`src/rtl/snake_score_pkg.sv`:
```
// Shared types and constants for the snake score keeper.
package snake_score_pkg;

    typedef struct packed {
        logic [1:0] huns;
        logic [3:0] tens;
        logic [3:0] ones;
    } bcd_score_t;

    localparam logic [9:0] SCORE_MAX = 10'h399;

    typedef enum logic {
        PLAY,
        OVER
    } score_state_t;

endpackage

```
`src/rtl/bcd_digit_inc.sv`:
```
// One BCD digit incrementer stage; wraps to zero and carries at max_digit.
module bcd_digit_inc (
    input  logic [3:0] digit,
    input  logic       carry_in,
    input  logic [3:0] max_digit,
    output logic [3:0] digit_next,
    output logic       carry_out
);

    always_comb begin
        digit_next = digit;
        carry_out  = 1'b0;
        if (carry_in) begin
            if (digit == max_digit) begin
                digit_next = 4'd0;
                carry_out  = 1'b1;
            end else begin
                digit_next = digit + 4'd1;
            end
        end
    end

endmodule

```
`src/rtl/snake_score_counter.sv`:
```
// Packed-BCD score keeper: live counter, frame-synchronised display word and
// session high score for the VGA score overlay.
module snake_score_counter
    import snake_score_pkg::*;
#(
    parameter int unsigned HUNS_MAX = 3
) (
    input  logic       clk,
    input  logic       reset,
    input  logic       eat,
    input  logic       game_over,
    input  logic       game_restart,
    input  logic       frame_start,
    output logic [9:0] score,
    output logic [9:0] high_score,
    output logic       new_high,
    output logic       saturated
);

    score_state_t state_q, state_d;
    bcd_score_t   live_q, live_d, live_inc;
    bcd_score_t   score_q, high_q;
    logic         new_high_q, new_high_d;
    logic         inc_en, ones_carry, tens_carry, high_update;
    logic [3:0]   huns_next;
    logic         huns_carry;
    logic         unused_huns;

    assign saturated = (live_q == SCORE_MAX);
    assign inc_en    = eat && (state_q == PLAY) && !saturated && !game_restart;

    bcd_digit_inc u_ones (
        .digit      (live_q.ones),
        .carry_in   (inc_en),
        .max_digit  (4'd9),
        .digit_next (live_inc.ones),
        .carry_out  (ones_carry)
    );

    bcd_digit_inc u_tens (
        .digit      (live_q.tens),
        .carry_in   (ones_carry),
        .max_digit  (4'd9),
        .digit_next (live_inc.tens),
        .carry_out  (tens_carry)
    );

    // Saturation gating means the hundreds stage never sees a carry at HUNS_MAX.
    bcd_digit_inc u_huns (
        .digit      ({2'b00, live_q.huns}),
        .carry_in   (tens_carry),
        .max_digit  (4'(HUNS_MAX)),
        .digit_next (huns_next),
        .carry_out  (huns_carry)
    );

    assign live_inc.huns = huns_next[1:0];
    assign unused_huns   = ^{huns_next[3:2], huns_carry};

    always_comb begin
        state_d = state_q;
        live_d  = live_q;
        if (game_restart) begin
            state_d = PLAY;
            live_d  = '0;
        end else begin
            live_d = live_inc;
            if (game_over) begin
                state_d = OVER;
            end
        end
    end

    // Packed BCD ordering matches numeric ordering, so a plain compare works.
    assign high_update = (10'(live_q) > 10'(high_q));

    always_comb begin
        new_high_d = new_high_q;
        if (game_restart) begin
            new_high_d = 1'b0;
        end else if (high_update) begin
            new_high_d = 1'b1;
        end
    end

    always_ff @(posedge clk or posedge reset) begin
        if (reset) begin
            state_q    <= PLAY;
            live_q     <= '0;
            score_q    <= '0;
            high_q     <= '0;
            new_high_q <= 1'b0;
        end else begin
            state_q    <= state_d;
            live_q     <= live_d;
            new_high_q <= new_high_d;
            if (frame_start) begin
                score_q <= live_q;
            end
            if (high_update) begin
                high_q <= live_q;
            end
        end
    end

    assign score      = score_q;
    assign high_score = high_q;
    assign new_high   = new_high_q;

endmodule

```
`config.mk`:
```
export PLATFORM = sky130hd
export DESIGN_NAME = snake_score_counter
export DESIGN_NICKNAME = d
export VERILOG_FILES = /design/src/rtl/snake_score_pkg.sv /design/src/rtl/bcd_digit_inc.sv /design/src/rtl/snake_score_counter.sv
export SDC_FILE = /design/constraint.sdc
export NUM_CORES = 1
export LEC_CHECK = 0
export ABC_AREA = 1
export ABC_CLOCK_PERIOD_IN_PS = 4410
export BUFFER_PORTS_ARGS = -buffer_cell sky130_fd_sc_hd__buf_4
export CORE_UTILIZATION = 50
export DETAILED_ROUTE_END_ITERATION = 16
export GPL_TIMING_DRIVEN = 0
export PLACE_DENSITY = 0.72
export SYNTH_ARGS = -nofsm -noshare
export SYNTH_HDL_FRONTEND = slang
export SYNTH_SLANG_ARGS = --single-unit
```
`constraint.sdc`:
```
create_clock -name clk -period 4.41 [get_ports clk]
set_input_delay 0.441 -clock clk [delete_from_list [all_inputs] [get_ports clk]]
set_output_delay 0.441 -clock clk [all_outputs]
set_load 0.005 [all_outputs]
```
==> key figures <==
Die
  – Die H: just over 60 um
  – Die W: 61.0 um
  – Cell Rows: 21
  – # IOs: 28
  – Core region area: 3340 um^2
  – Starting Density: 0.521
  – Die Area: 3720 um^2

Timing
  – Crit share post-route: 0.460
  – Final setup fails: 0
  – Max-slew headroom: 0.611
  – Hold Fails Final Rpt: 0
  – Max Slew Vio Count: 0
  – Setup TNS: 0 ns
  – Post-layout min period: 2.03 ns
  – Unrepaired setup endpoints after global routing: false
  – Slew @ Worst Pin: 0.583 ns
  – Clock Skews: 0.00693 ns
  – Max Clock Freq: 493 MHz

Setup path
  – Reg2Reg Depth: 9
  – Worst Path Required: about 4.0 ns
  – R2r setup slk: 2.70 ns
  – Critical path endpoint: saturated
  – CP startpoint: live_q[1]
  – Worst setup EP type: primary output
  – R2r startpoint: live_q[4]
  – Worst reg2reg endpoint: high_score[4]
  – Worst Path Max Fanout: 6
  – Critical path launch point type: flip-flop
  – WP data arrival: 1.59 ns
  – Crit path kind: flip-flop to primary output

Route
  – DRT iter0 DRCs: 44
  – 1st-pass router iterations: 5
  – Total number of vias: approximately 1,400
  – Routed len/inst: 12.2 um
  – Via/cell ratio: 5.05
  – Detailed Route WL: 3.32 mm
  – # DRC: 0
  – ANT nets after route: 0

Global route
  – GRT overflow: 0
  – Number of global-route vias before repair: 1,300
  – Overall Global Routing Usage: 0.212
  – Largest net degree at the start of global routing: 33
  – Initial antenna violation count: 0
  – First-pass GRT wire length: 5.57 mm

Pwr
  – Switch share: 0.317
  – P_sw: 0.220 mW
  – Clock power frac: 0.270
  – Combinational share of power: 0.266
  – P_leak: around 1.1 nW
  – Sequential Power Share: 0.464
  – Cell-internal power: 0.474 mW
  – Worst vdd ir: about 180 uV
  – Power density over the cells: 333 nW/um^2

Clock tree
  – Clk slew on worst S/H paths: 0.09 ns
  – Hold_buf cts: 0
  – Post-CTS Resized: 0
  – CTS Buffer Depth: 2
  – Root buffer cell: clkbuf_4
  – CTS tree: yes
  – CTS Sinks: 32
  – Htree depth: 2
  – Clk_lat worst skew: ~0.33 ns
  – Num CTS Buffers: 5
  – Post-CTS setup-driven buffer insertion count: 0

Yosys
  – Asr flop ratio synth: 1.00
  – Number of flops mapped to enable cells by yosys: 0
  – Post-synthesis register bit count: 32
  – Post-synthesis sequential area ratio: 0.461
  – Top FF cell, synth: dfrtp_1
  – Average size of a mapped cell: 9.05 um^2
  – Synth warn: 0
  – Mapped Nets: ~210
  – Synth Instances: ~190
  – Mapped Area: 1740 um^2
  – Netlist cell types: 26

Min path
  – Worst Hold Class: primary input to async pin

Flow run
  – Max-Cap Viols: 0

Status
  – Outcome: completed

Placement
  – Placer Congestion: 0.780
  – I/O Buffers: 26
  – DP HPWL: 2.43 mm
  – Inst Count DP: 264

Layout
  – Layout area overhead: 19.9%
  – # diodes: 0
  – Fill cells: 309
  – Share of cells above drive strength 1: 0.279
  – Final Instance Count excl. Fillers: between 200 and 300
  – # nets final: around 250
[worst min-delay path by stage]
| stage | slack [ns] | end |
|---|---|---|
| floorplan | 0.48 | state_q |
| global placement | 0.48 | high_score[9] |
| detailed placement | 0.49 | high_score[2] |
| CTS | 0.28 | new_high |
| global route | 0.20 | state_q |
| finish | 0.16 | new_high |
[synth_stat cells (2+ instances only)]
| library cell | number | area (um^2) |
|---|---|---|
| nand3_1 | 22 | 110 |
| xor2_1 | 3 | 26.3 |
| o22ai_1 | 2 | 12.5 |
| ha_1 | 15 | 188 |
| inv_1 | 24 | 90.1 |
| o21ai_2 | 3 | 26.3 |
| buf_2 | 2 | 10.0 |
| nor2_4 | 2 | 22.5 |
| nand2_1 | 41 | 154 |
| o21ai_0 | 4 | 20.0 |
| a21oi_1 | 7 | 35.0 |
| mux2_2 | 5 | 56.3 |
| nor2_2 | 3 | 18.8 |
| nand2_2 | 4 | 25.0 |
| dfrtp_1 | 32 | 801 |
| inv_2 | 4 | 15.0 |
| nor2_1 | 10 | 37.5 |
[per-layer routing]
metal,global-route usage,part of all wire
met1,0.266,0.47
met2,0.347,0.48
met3,0.0576,0.036
met4,0.0877,0.019
met5,0,0
[power groups by stage]
stage | logic [mW] | registers [mW] | clock network, mW
2_1_floorplan | 0.124 | 0.326 | 0
3_3_place_gp | 0.180 | 0.326 | 0
3_5_place_dp | 0.181 | 0.327 | 0
4_1_cts | 0.183 | 0.321 | 0.193
5_1_grt | 0.208 | 0.324 | 0.210
6_report | 0.184 | 0.322 | 0.187
[metrics by stage]
step	total power [mW]	hold WS [ns]	cell area, um^2	utilization	setup WS, ns
floorplan	0.450	0.478	1740	-	2.94
global placement	0.506	0.480	1990	0.597	2.76
detailed placement	0.508	0.490	1990	0.597	2.75
CTS	0.697	0.277	2060	0.616	2.37
global route	0.742	0.195	2080	0.624	2.25
finish	0.694	0.164	2080	0.624	2.38
[cell families after synthesis]
kind of cell,after synthesis,synth area share
AND/OR/NAND/NOR,86,0.240
buffers and inverters,33,0.0792
flip-flops,32,0.461
AO/OA/AOI/OAI,17,0.0590
adder cells (fa/ha/maj),15,0.108
multiplexers,5,0.0324
XOR/XNOR,4,0.0202
[flip-flops by register name (all words and copies together) (netlist names)]
name,cells
score,10
high_score,10
new_high,1
state_q,1
live_q,10
[final cells by class]
class | count | area [um^2] | share of cell area
inverters | 28 | 105 | 0.0505
repair buffers | 27 | 223 | 0.107
clock buffers | 7 | 65.1 | 0.0312
multi-input cells | 127 | 800 | 0.384
plain buffers | 5 | 32.5 | 0.0156
well taps | 46 | 57.6 | 0.0276
flip-flops and latches | 32 | 801 | 0.384
[cell usage in the layout, fill, tap and decap left out]
master and instances:
buf_6 1, clkbuf_4 5, o21ai_2 3, a21oi_2 1, nor2_1 10, nor2_2 3, inv_1 24, mux2_2 5
buf_4 27, buf_16 1, nor2_4 2, nand4_1 1, nand3_2 1, a21oi_1 7, nand2_1 41, o21ai_0 4
clkbuf_8 2, dfrtp_1 32, clkbuf_1 1, ha_1 15, o22ai_1 2, nand4_2 1, nand2_2 4, nand3_1 22
xnor2_1 1, xor2_1 3, inv_2 4, buf_2 2, nand4_4 1
[critical path: stages, from the launching register on]
cell and delay [ns]:
dfrtp_1 0.47, inv_1 0.10, ha_1 0.16, nand2_2 0.07
nor2_4 0.13, inv_2 0.06, nor2_1 0.13, buf_4 0.13
Note: power is estimated with default switching activity, not from simulation.
